**config.mk**
```make
export PLATFORM = sky130hd
export DESIGN_NAME = caliptra_prim_subreg_rdresp
export DESIGN_NICKNAME = d
export VERILOG_FILES = /design/src/rtl/caliptra_prim_subreg_pkg.sv /design/src/rtl/caliptra_prim_subreg_rdresp.sv
export SDC_FILE = /design/constraint.sdc
export NUM_CORES = 1
export LEC_CHECK = 0
export CAP_MARGIN = 30
export CELL_PAD_IN_SITES_DETAIL_PLACEMENT = 1
export CELL_PAD_IN_SITES_GLOBAL_PLACEMENT = 2
export CORE_MARGIN = 4
export CORE_UTILIZATION = 18
export DETAILED_ROUTE_END_ITERATION = 16
export PLACE_DENSITY = 0.8
export RECOVER_POWER = 50
export SYNTH_ARGS = -nofsm -noshare
export SYNTH_HDL_FRONTEND = slang
export SYNTH_SLANG_ARGS = --single-unit
```
**constraint.sdc**
```tcl
create_clock -name clk_i -period 2.7 [get_ports clk_i]
set_clock_uncertainty 0.2 [all_clocks]
set_input_delay 0.54 -clock clk_i [delete_from_list [all_inputs] [get_ports clk_i]]
set_output_delay 0.54 -clock clk_i [all_outputs]
set_load 0.01 [all_outputs]
```
**src/rtl/caliptra_prim_subreg_pkg.sv**
```systemverilog
// caliptra_prim_subreg_pkg: shared types and helpers for the subregister read-response block
package caliptra_prim_subreg_pkg;
  typedef enum logic {RdRespIdle, RdRespResp} rdresp_state_e;
  function automatic logic odd_parity(input logic [255:0] data);
    return ~^data;
  endfunction
endpackage

```
**src/rtl/caliptra_prim_subreg_rdresp.sv**
```systemverilog
// caliptra_prim_subreg_rdresp: one-cycle register read responder with read-clear pulses
// Optional response parity enabled by CALIPTRA_PRIM_SUBREG_RDRESP_PARITY_EN.
module caliptra_prim_subreg_rdresp
  import caliptra_prim_subreg_pkg::*;
#(
  parameter int NumRegs = 8,
  parameter int DW = 32,
  parameter logic [NumRegs-1:0] RcMask = '0
) (
  input  logic                  clk_i,
  input  logic                  rst_i,
  input  logic                  req_valid_i,
  output logic                  req_ready_o,
  input  logic [7:0]            req_addr_i,
  input  logic [NumRegs*DW-1:0] reg_q_i,
  output logic [NumRegs-1:0]    rd_pulse_o,
  output logic                  rsp_valid_o,
  input  logic                  rsp_ready_i,
  output logic [DW-1:0]         rsp_data_o,
  output logic                  rsp_err_o,
  output logic                  rsp_parity_o,
  output logic [7:0]            err_cnt_o
);
  localparam int AW = (NumRegs > 1) ? $clog2(NumRegs) : 1;
  rdresp_state_e state, state_next;
  logic acc, mapped, err_q;
  logic [AW-1:0] idx;
  logic [DW-1:0] rd_data, data_q, cap_data;
  logic [7:0] cnt_q;
  assign rsp_valid_o = state == RdRespResp;
  assign req_ready_o = rst_i || !rsp_valid_o || rsp_ready_i;
  assign acc = !rst_i && req_valid_i && req_ready_o;
  assign mapped = int'(req_addr_i) < NumRegs;
  assign idx = req_addr_i[AW-1:0];
  assign cap_data = mapped ? rd_data : '0;
  assign rsp_data_o = data_q;
  assign rsp_err_o = err_q;
  assign err_cnt_o = cnt_q;
  // Pulse and capture share the acceptance cycle, so the pre-clear value is returned.
  always_comb begin
    rd_data = '0;
    rd_pulse_o = '0;
    for (int i = 0; i < NumRegs; i++) begin
      rd_data = (idx == AW'(i)) ? reg_q_i[i*DW +: DW] : rd_data;
      rd_pulse_o[i] = acc && mapped && RcMask[i] && (idx == AW'(i));
    end
  end
  always_comb begin
    state_next = acc ? RdRespResp : (rsp_ready_i ? RdRespIdle : state);
  end
  always_ff @(posedge clk_i) begin
    if (rst_i) begin
      state <= RdRespIdle;
      data_q <= '0;
      err_q <= 1'b0;
      cnt_q <= '0;
    end else begin
      state <= state_next;
      if (acc) begin
        data_q <= cap_data;
        err_q <= !mapped;
        cnt_q <= cnt_q + {7'b0, !mapped && cnt_q != 8'hff};
      end
    end
  end
`ifdef CALIPTRA_PRIM_SUBREG_RDRESP_PARITY_EN
  logic par_q;
  assign rsp_parity_o = par_q;
  always_ff @(posedge clk_i) begin
    if (rst_i) par_q <= 1'b0;
    else if (acc) par_q <= odd_parity(256'(cap_data));
  end
`else
  assign rsp_parity_o = 1'b0;
`endif
endmodule

```
==> results of run 1 <==
==> cells in the mapped netlist, types with 6 or more instances <==
master / count
sky130_fd_sc_hd__o22ai_1: 29
sky130_fd_sc_hd__o21a_1: 25
sky130_fd_sc_hd__buf_4: 11
sky130_fd_sc_hd__nand3_1: 6
sky130_fd_sc_hd__nand2b_1: 27
sky130_fd_sc_hd__mux2_1: 16
sky130_fd_sc_hd__nor2_1: 60
sky130_fd_sc_hd__a22oi_2: 20
sky130_fd_sc_hd__mux2i_1: 66
sky130_fd_sc_hd__dfxtp_1: 42
sky130_fd_sc_hd__buf_2: 7
sky130_fd_sc_hd__mux2_2: 12
sky130_fd_sc_hd__clkbuf_1: 25
sky130_fd_sc_hd__o221ai_1: 6
sky130_fd_sc_hd__o21ai_1: 10
sky130_fd_sc_hd__o221ai_2: 21
sky130_fd_sc_hd__nand2_1: 37
sky130_fd_sc_hd__o21ai_0: 8
sky130_fd_sc_hd__a21oi_1: 31
sky130_fd_sc_hd__buf_6: 6
==> sequential cells by signal, summed over array words and instances (netlist names) <==
name	cells
err_cnt_o	8
rsp_data_o	32
rsp_err_o	1
rsp_valid_o	1
==> through the flow <==
stage / TNS, ns / std cells / area [sq um] / util [%]
after global placement: -0.6258 / 1132 / 7869 / 32.45
after global routing: 0 / 1140 / 8035 / 33.14
after CTS: 0 / 1140 / 8039 / 33.15
after detailed placement: -1.223 / 1132 / 7869 / 32.45
after floorplan: 0 / 534 / 4444 / -
final: 0 / 1140 / 8035 / 33.14
==> how the worst max path moves through the flow <==
| stage | startpoint | slack (ns) | end | cells past startpoint |
|---|---|---|---|---|
| after floorplan | req_addr_i[7] | 0.44 | rsp_data_o[6] | 5 |
| after global placement | req_addr_i[7] | -0.06 | err_cnt_o[2] | 9 |
| after detailed placement | req_addr_i[7] | -0.07 | rsp_data_o[1] | 6 |
| after CTS | rsp_ready_i | 0.11 | req_ready_o | 4 |
| after global routing | rst_i | 0.07 | req_ready_o | 3 |
| final | rst_i | 0.10 | req_ready_o | 3 |
==> area by class of cell <==
type / instances / area share, %
Multi-Input combinational cell: 430 / 40.35
Clock inverter: 3 / 0.5606
Timing Repair Buffer: 334 / 41.93
Inverter: 2 / 0.09343
Sequential cell: 42 / 10.46
Tap cell: 324 / 5.045
Clock buffer: 5 / 1.557
==> cells in the final DEF (no fill, tap or decap), drive strengths merged, types with 4 or more instances in the layout <==
cell / Yosys / layout
a21oi: 31 / 31
a22oi: 25 / 25
buf: 29 / 26
clkbuf: 30 / 6
clkdlybuf4s50: 0 / 266
conb: 1 / 9
dfxtp: 42 / 42
dlygate4sd3: 0 / 41
mux2: 28 / 28
mux2i: 66 / 66
nand2: 37 / 37
nand2b: 29 / 29
nand3: 6 / 6
nand3b: 5 / 5
nand4: 4 / 4
nor2: 60 / 60
o21a: 25 / 25
o21ai: 18 / 18
o221ai: 27 / 27
o22ai: 29 / 29
xor2: 5 / 5
==> power groups by stage <==
stage	clock network (mW)	registers [mW]	logic (mW)
after detailed placement	0	0.649	0.904
after global routing	0.789	0.635	0.963
after global placement	0	0.649	0.901
after CTS	0.780	0.634	0.909
final	0.734	0.634	0.888
after floorplan	0	0.652	0.377
==> routing by layer <==
layer	vias up	global-route usage [%]	part of all wire [%]
met1	2423	18.15	41
met4	0	2.457	0.83
met3	8	3.219	6.6
li1	2506	-	-
met2	167	28.08	52
met5	-	0	0
==> logic make-up (layout without fill, tap and decap cells) <==
group / after synthesis / in the layout
AO/OA/AOI/OAI: 164 / 164
XOR/XNOR: 5 / 5
adder cells (fa/ha/maj): 2 / 2
buffers and inverters: 62 / 344
flip-flops: 42 / 42
multiplexers: 96 / 96
other: 1 / 9
AND/OR/NAND/NOR: 154 / 154
==> worst max-delay path: stages <==
cell	delay, ns
sky130_fd_sc_hd__dlygate4sd3_1	0.57
sky130_fd_sc_hd__or2_1	0.25
sky130_fd_sc_hd__clkdlybuf4s50_1	0.49
==> impl_metrics.prom, run 1 <==
# TYPE chip_impl_metric gauge
chip_impl_metric{name="fin_ws",unit="ns"} 0.1029
chip_impl_metric{name="hpwl",unit="microns"} 17280
chip_impl_metric{name="post_cts.repair.setup_buffers",unit=""} 0
chip_impl_metric{name="comb_power_share",unit="%"} 39.4
chip_impl_metric{name="synth_simple_gate_area_share",unit="%"} 17.18
chip_impl_metric{name="routabilityCongestion",unit=""} 0.7295
chip_impl_metric{name="hold_path_depth",unit=""} 2
chip_impl_metric{name="diodes",unit=""} 0
chip_impl_info{name="synth.top_cells.by_area",value="sky130_fd_sc_hd__dfxtp_1 19%, sky130_fd_sc_hd__mux2i_1 15%, sky130_fd_sc_hd__o221ai_2 7.1%, sky130_fd_sc_hd__a22oi_2 5.7%, sky130_fd_sc_hd__nor2_1 5.1%"} 1
chip_impl_metric{name="grt_antenna_before_repair",unit=""} 0
chip_impl_metric{name="maxClockFrequency",unit="MHz"} 385.0
chip_impl_metric{name="power.clock.fraction",unit="%"} 32.5
chip_impl_info{name="min-delay-path-class",value="reg2reg"} 1
chip_impl_metric{name="power_spent_charging_and_discharging_nets",unit="uW"} 650.5
chip_impl_info{name="clock_tree.root_cell",value="sky130_fd_sc_hd__clkbuf_16"} 1
chip_impl_metric{name="vdd.ir_drop.worst",unit="uV"} 192.3
chip_impl_metric{name="maximum_number_of_pins_on_one_net_before_global_route_repair",unit=""} 57
chip_impl_metric{name="yosysSeqAreaShare",unit="%"} 19.05
chip_impl_metric{name="internal_power",unit="mW"} 1.605
chip_impl_info{name="worst_r2r_startpoint",value="err_cnt_o[3]"} 1
chip_impl_metric{name="power.total",unit="mW"} 2.256
chip_impl_metric{name="power.share.switching",unit="%"} 28.84
chip_impl_metric{name="numClockSinks",unit=""} 42
chip_impl_metric{name="worst-r2r-cell-count",unit=""} 9
chip_impl_info{name="outcome",value="complete, no violations"} 1
chip_impl_metric{name="globalRoute.totalOverflow",unit=""} 0
chip_impl_metric{name="routed_wire_length_per_instance",unit="microns"} 18.98
chip_impl_metric{name="final_antenna_net_count",unit=""} 0
chip_impl_metric{name="power.share.sequential",unit="%"} 28.1
chip_impl_metric{name="hold_viol",unit=""} 0
chip_impl_info{name="synth_top_flop_cell",value="sky130_fd_sc_hd__dfxtp_1"} 1
chip_impl_info{name="critical_path.startpoint_type",value="input pin"} 1
chip_impl_metric{name="mappedNetlistArea",unit="sq um"} 4414
chip_impl_metric{name="yosys.area_share.adder",unit="%"} 0.5669
chip_impl_metric{name="floorplan_die_area",unit="sq um"} 27090
chip_impl_metric{name="area_taken_by_flip_flops_and_latches",unit="sq um"} 840.8
chip_impl_metric{name="synth_edf_count",unit=""} 0
chip_impl_metric{name="cp_data_required_time",unit="ns"} 1.96
chip_impl_info{name="tritoncts",value="yes"} 1
chip_impl_metric{name="synth_async_sr_flop_share",unit="%"} 0
chip_impl_metric{name="netlist.area_leader.share",unit="%"} 19.05
chip_impl_metric{name="timing.critical_path.arrival",unit="ns"} 1.86
chip_impl_metric{name="hold_buffers",unit=""} 0
chip_impl_info{name="min_delay_worst_endpoint",value="rsp_data_o[2]"} 1
chip_impl_metric{name="die_h",unit="microns"} 164.6
chip_impl_metric{name="timing.max_slew.rel_slack",unit="%"} 62.59
chip_impl_metric{name="synth_cell_type_count",unit=""} 51
chip_impl_metric{name="worstPathMaxFanout",unit=""} 3
chip_impl_metric{name="least_margin_pin_slew",unit="ns"} 0.5609
chip_impl_info{name="synth_largest_area_cell",value="sky130_fd_sc_hd__dfxtp_1"} 1
chip_impl_metric{name="fp.dieW",unit="microns"} 164.6
chip_impl_metric{name="yosys_warnings",unit=""} 0
chip_impl_metric{name="track_usage",unit="%"} 15.14
chip_impl_metric{name="synth.avg_cell_area",unit="sq um"} 8.392
chip_impl_metric{name="initialDrtViolationCount",unit=""} 157
chip_impl_metric{name="xor_xnor_cell_area_share_of_the_yosys_netlist",unit="%"} 0.9921
chip_impl_info{name="timing.setup.critical_path_class",value="in2out"} 1
chip_impl_metric{name="synthesized_instance_count",unit=""} 526
chip_impl_metric{name="setup_viol",unit=""} 0
chip_impl_metric{name="synth_compound_area_share",unit="%"} 30.50
chip_impl_metric{name="number_of_top_level_pins",unit=""} 320
chip_impl_metric{name="timing.final.crit_period",unit="ns"} 2.597
chip_impl_metric{name="drcViolationCount",unit=""} 0
chip_impl_metric{name="dp_worst_setup_slack",unit="ns"} -0.06917
chip_impl_metric{name="post_cts_resize_count",unit=""} 0
chip_impl_metric{name="starting_utilization_of_the_core_area",unit="%"} 18.20
chip_impl_info{name="worstHoldStart",value="rsp_data_o[2]"} 1
chip_impl_metric{name="fillerInstances",unit=""} 2880
chip_impl_metric{name="portBuffers",unit=""} 310
chip_impl_metric{name="reg2reg_setup_slack",unit="ns"} 0.69
chip_impl_info{name="r2r_end",value="err_cnt_o[7]"} 1
chip_impl_metric{name="power_density",unit="nW/um^2"} 280.8
chip_impl_metric{name="multi_input_comb_area",unit="sq um"} 3242
chip_impl_metric{name="worstSkewPairLatency",unit="ns"} 0.29
chip_impl_metric{name="maxSlewViolCount",unit=""} 0
chip_impl_metric{name="clk_pin_slew_worst_paths",unit="ns"} 0.07
chip_impl_metric{name="coreArea",unit="sq um"} 24250
chip_impl_metric{name="p_leak",unit="nW"} 2.995
chip_impl_metric{name="clk_path_buf_depth",unit=""} 2
chip_impl_metric{name="number_of_maximum_capacitance_violations",unit=""} 0
chip_impl_metric{name="design.final.nets",unit=""} 1085
chip_impl_info{name="synth_top_family_by_area",value="compound AO/OA/AOI/OAI gates"} 1
chip_impl_metric{name="synth.area.mux_share",unit="%"} 23.13
chip_impl_metric{name="postSynthRegisterBits",unit=""} 42
chip_impl_metric{name="routed_wirelength",unit="microns"} 21640
chip_impl_metric{name="drt-pass1-iter-count",unit=""} 4
chip_impl_metric{name="final_layout_size_suffix_gt1_share",unit="%"} 11.89
chip_impl_metric{name="grt_pass1_wl",unit="microns"} 31910
chip_impl_metric{name="routed-via-count",unit=""} 5104
chip_impl_metric{name="via_count_of_the_first_global_routing_pass",unit=""} 5464
chip_impl_metric{name="placement_rows",unit=""} 57
chip_impl_metric{name="final_min_period_over_clock_period",unit="%"} 96.19
chip_impl_metric{name="clock_tree.htree_level_count",unit=""} 2
chip_impl_info{name="worst_setup_path_end_kind",value="output pin"} 1
chip_impl_metric{name="fin_hold_ws",unit="ns"} 0.2437
chip_impl_metric{name="detail_route.vias_per_cell",unit=""} 4.477
chip_impl_info{name="grt_setup_unrepaired",value="no"} 1
chip_impl_metric{name="area_delta_synth_final",unit="%"} 82.03
chip_impl_metric{name="numCtsBuffers",unit=""} 5
Power figures use the tool's default switching activity.
==> run 2, diff against run 1 <==
--- a/config.mk
+++ b/config.mk
@@ -5,13 +5,13 @@
 export SDC_FILE = /design/constraint.sdc
 export NUM_CORES = 1
 export LEC_CHECK = 0
-export CAP_MARGIN = 30
+export CAP_MARGIN = 20
 export CELL_PAD_IN_SITES_DETAIL_PLACEMENT = 1
 export CELL_PAD_IN_SITES_GLOBAL_PLACEMENT = 2
 export CORE_MARGIN = 4
-export CORE_UTILIZATION = 18
+export CORE_UTILIZATION = 19
 export DETAILED_ROUTE_END_ITERATION = 16
-export PLACE_DENSITY = 0.8
+export PLACE_DENSITY = 0.84
 export RECOVER_POWER = 50
 export SYNTH_ARGS = -nofsm -noshare
 export SYNTH_HDL_FRONTEND = slang
==> constraint.sdc (replaced) <==
create_clock -name clk_i -period 3.01 [get_ports clk_i]
set_clock_uncertainty 0.2 [all_clocks]
set_input_delay 0.602 -clock clk_i [delete_from_list [all_inputs] [get_ports clk_i]]
set_output_delay 0.602 -clock clk_i [all_outputs]
set_load 0.01 [all_outputs]
==> impl_metrics.prom, run 2 (synthesis results as in run 1) <==
# TYPE chip_impl_metric gauge
chip_impl_metric{name="grt.met3_usage",unit="%"} 3.849
chip_impl_metric{name="hold_path_depth",unit=""} 2
chip_impl_metric{name="track_usage",unit="%"} 16.00
chip_impl_metric{name="hold_buffers",unit=""} 0
chip_impl_info{name="clock_tree.root_cell",value="sky130_fd_sc_hd__clkbuf_16"} 1
chip_impl_metric{name="max_ffs_per_register",unit=""} 32
chip_impl_metric{name="vdd.ir_drop.worst",unit="uV"} 168.7
chip_impl_metric{name="numClockSinks",unit=""} 42
chip_impl_metric{name="number_of_top_level_pins",unit=""} 320
chip_impl_info{name="mostFrequentLayoutCells",value="266 x sky130_fd_sc_hd__clkdlybuf4s50_1, 66 x sky130_fd_sc_hd__mux2i_1, 60 x sky130_fd_sc_hd__nor2_1"} 1
chip_impl_metric{name="detail_route.vias_per_cell",unit=""} 4.530
chip_impl_metric{name="power_density",unit="nW/um^2"} 252.1
chip_impl_info{name="timing.setup.critical_path_class",value="in2out"} 1
chip_impl_metric{name="die_h",unit="microns"} 160.4
chip_impl_metric{name="maxClockFrequency",unit="MHz"} 354.0
chip_impl_metric{name="post_cts.repair.setup_buffers",unit=""} 0
chip_impl_info{name="grt_setup_unrepaired",value="no"} 1
chip_impl_metric{name="timing.max_slew.rel_slack",unit="%"} 65.31
chip_impl_metric{name="post_cts_resize_count",unit=""} 0
chip_impl_metric{name="maxSlewViolCount",unit=""} 0
chip_impl_info{name="worstHoldStart",value="rsp_data_o[10]"} 1
chip_impl_metric{name="placement_rows",unit=""} 55
chip_impl_metric{name="layout.core_utilization",unit="%"} 35.09
chip_impl_metric{name="clk_pin_slew_worst_paths",unit="ns"} 0.07
chip_impl_metric{name="final_min_period_over_clock_period",unit="%"} 93.85
chip_impl_metric{name="global_route.usage.met1",unit="%"} 20.01
chip_impl_info{name="worst_r2r_startpoint",value="err_cnt_o[2]"} 1
chip_impl_metric{name="routabilityCongestion",unit=""} 0.7405
chip_impl_metric{name="starting_utilization_of_the_core_area",unit="%"} 19.38
chip_impl_metric{name="area_taken_by_flip_flops_and_latches",unit="sq um"} 840.8
chip_impl_info{name="tritoncts",value="yes"} 1
chip_impl_info{name="min-delay-path-class",value="reg2reg"} 1
chip_impl_metric{name="area_delta_synth_final",unit="%"} 81.09
chip_impl_metric{name="initialDrtViolationCount",unit=""} 168
chip_impl_info{name="worst_setup_path_startpoint",value="rst_i"} 1
chip_impl_metric{name="routed_wire_length_per_instance",unit="microns"} 18.96
chip_impl_metric{name="least_margin_pin_slew",unit="ns"} 0.5203
chip_impl_metric{name="worstPathMaxFanout",unit=""} 7
chip_impl_metric{name="number_of_maximum_capacitance_violations",unit=""} 0
chip_impl_metric{name="timing.final.crit_period",unit="ns"} 2.825
chip_impl_metric{name="via_count_of_the_first_global_routing_pass",unit=""} 5482
chip_impl_metric{name="drcViolationCount",unit=""} 0
chip_impl_info{name="r2r_end",value="err_cnt_o[7]"} 1
chip_impl_metric{name="setup-tns-final",unit="ns"} 0
chip_impl_info{name="grt_most_used_layer",value="met2"} 1
chip_impl_info{name="worst_setup_path_end_kind",value="output pin"} 1
chip_impl_metric{name="final_layout_size_suffix_gt1_share",unit="%"} 12.01
chip_impl_metric{name="floorplan_die_area",unit="sq um"} 25740
chip_impl_metric{name="routed_wirelength",unit="microns"} 21410
chip_impl_metric{name="worstSkewPairLatency",unit="ns"} 0.29
chip_impl_metric{name="clock_tree.htree_level_count",unit=""} 2
chip_impl_metric{name="grt_antenna_before_repair",unit=""} 0
chip_impl_metric{name="design.final.nets",unit=""} 1085
chip_impl_metric{name="worst-r2r-cell-count",unit=""} 9
chip_impl_metric{name="p_leak",unit="nW"} 2.995
chip_impl_info{name="mostFrequentLayoutCell",value="sky130_fd_sc_hd__clkdlybuf4s50_1"} 1
chip_impl_metric{name="grt_use_met2",unit="%"} 28.42
chip_impl_metric{name="hpwl",unit="microns"} 16960
chip_impl_metric{name="maximum_number_of_pins_on_one_net_before_global_route_repair",unit=""} 58
chip_impl_info{name="outcome",value="complete, no violations"} 1
chip_impl_metric{name="coreArea",unit="sq um"} 22780
chip_impl_metric{name="reg2reg_setup_slack",unit="ns"} 1.03
chip_impl_metric{name="fillerInstances",unit=""} 2656
chip_impl_metric{name="hold_viol",unit=""} 0
chip_impl_metric{name="routed-via-count",unit=""} 5114
chip_impl_metric{name="diodes",unit=""} 0
chip_impl_metric{name="fp.dieW",unit="microns"} 160.4
chip_impl_metric{name="drt-pass1-iter-count",unit=""} 4
chip_impl_metric{name="clk_path_buf_depth",unit=""} 2
chip_impl_info{name="min_delay_worst_endpoint",value="rsp_data_o[10]"} 1
chip_impl_metric{name="cp_data_required_time",unit="ns"} 2.21
chip_impl_metric{name="grt_pass1_wl",unit="microns"} 32660
chip_impl_info{name="critical_path.startpoint_type",value="input pin"} 1
chip_impl_metric{name="globalRoute.totalOverflow",unit=""} 0
chip_impl_metric{name="setup_viol",unit=""} 0
chip_impl_metric{name="multi_input_comb_area",unit="sq um"} 3244
chip_impl_metric{name="numCtsBuffers",unit=""} 5
chip_impl_metric{name="final_antenna_net_count",unit=""} 0
chip_impl_metric{name="portBuffers",unit=""} 310
chip_impl_metric{name="timing.critical_path.arrival",unit="ns"} 2.02
run 2: cell count changes in the layout (fill, tap and decap cells not counted), sizes merged:
cell	change
clkinv	+2
clkinvlp	-2
run 2: cell type report:
| type | instances | share of cell area (%) |
|---|---|---|
| multi-input cells | 430 | 40.59 |
| well taps | 313 | 4.899 |
| clock buffers | 5 | 1.565 |
| clock inverters | 3 | 0.5009 |
| flip-flops and latches | 42 | 10.52 |
| inverters | 2 | 0.09391 |
| repair buffers | 334 | 41.84 |
run 2: through the flow:
| stage | cell area (sq um) | std cells | hold slack, ns | worst slack, ns | power (mW) |
|---|---|---|---|---|---|
| 2_1_floorplan | 4444 | 534 | 0.2707 | 0.6906 | 0.9232 |
| 4_1_cts | 7998 | 1129 | 0.2523 | 0.2828 | 2.066 |
| 3_3_place_gp | 7833 | 1121 | 0.2358 | 0.1931 | 1.384 |
| 6_report | 7994 | 1129 | 0.2437 | 0.1852 | 2.015 |
| 5_1_grt | 7994 | 1129 | 0.2771 | 0.1335 | 2.127 |
| 3_5_place_dp | 7833 | 1121 | 0.2428 | 0.1712 | 1.388 |
run 2: worst max-delay path by stage:
stage | cells past startpoint | to
after floorplan | 5 | rsp_data_o[6]
after CTS | 3 | req_ready_o
after global placement | 9 | err_cnt_o[6]
after global routing | 3 | req_ready_o
after detailed placement | 6 | rsp_data_o[0]
final | 3 | req_ready_o
run 2: metal layers:
metal / wire length (microns) / vias to the layer above
met5: 0 / -
met4: 140 / 0
met3: 1249 / 8
met2: 10660 / 172
met1: 9359 / 2411
li1: - / 2523
run 2: worst max-delay path, cell delays in order:
cell and delay, ns:
sky130_fd_sc_hd__dlygate4sd3_1 0.65, sky130_fd_sc_hd__or2_1 0.28, sky130_fd_sc_hd__clkdlybuf4s50_1 0.49
run 2: where the power goes:
| part | switching, mW | total, mW | internal, mW |
|---|---|---|---|
| combinational | 0.312 | 0.794 | 0.482 |
| sequential | 0.00601 | 0.569 | 0.563 |
| clock | 0.263 | 0.652 | 0.390 |
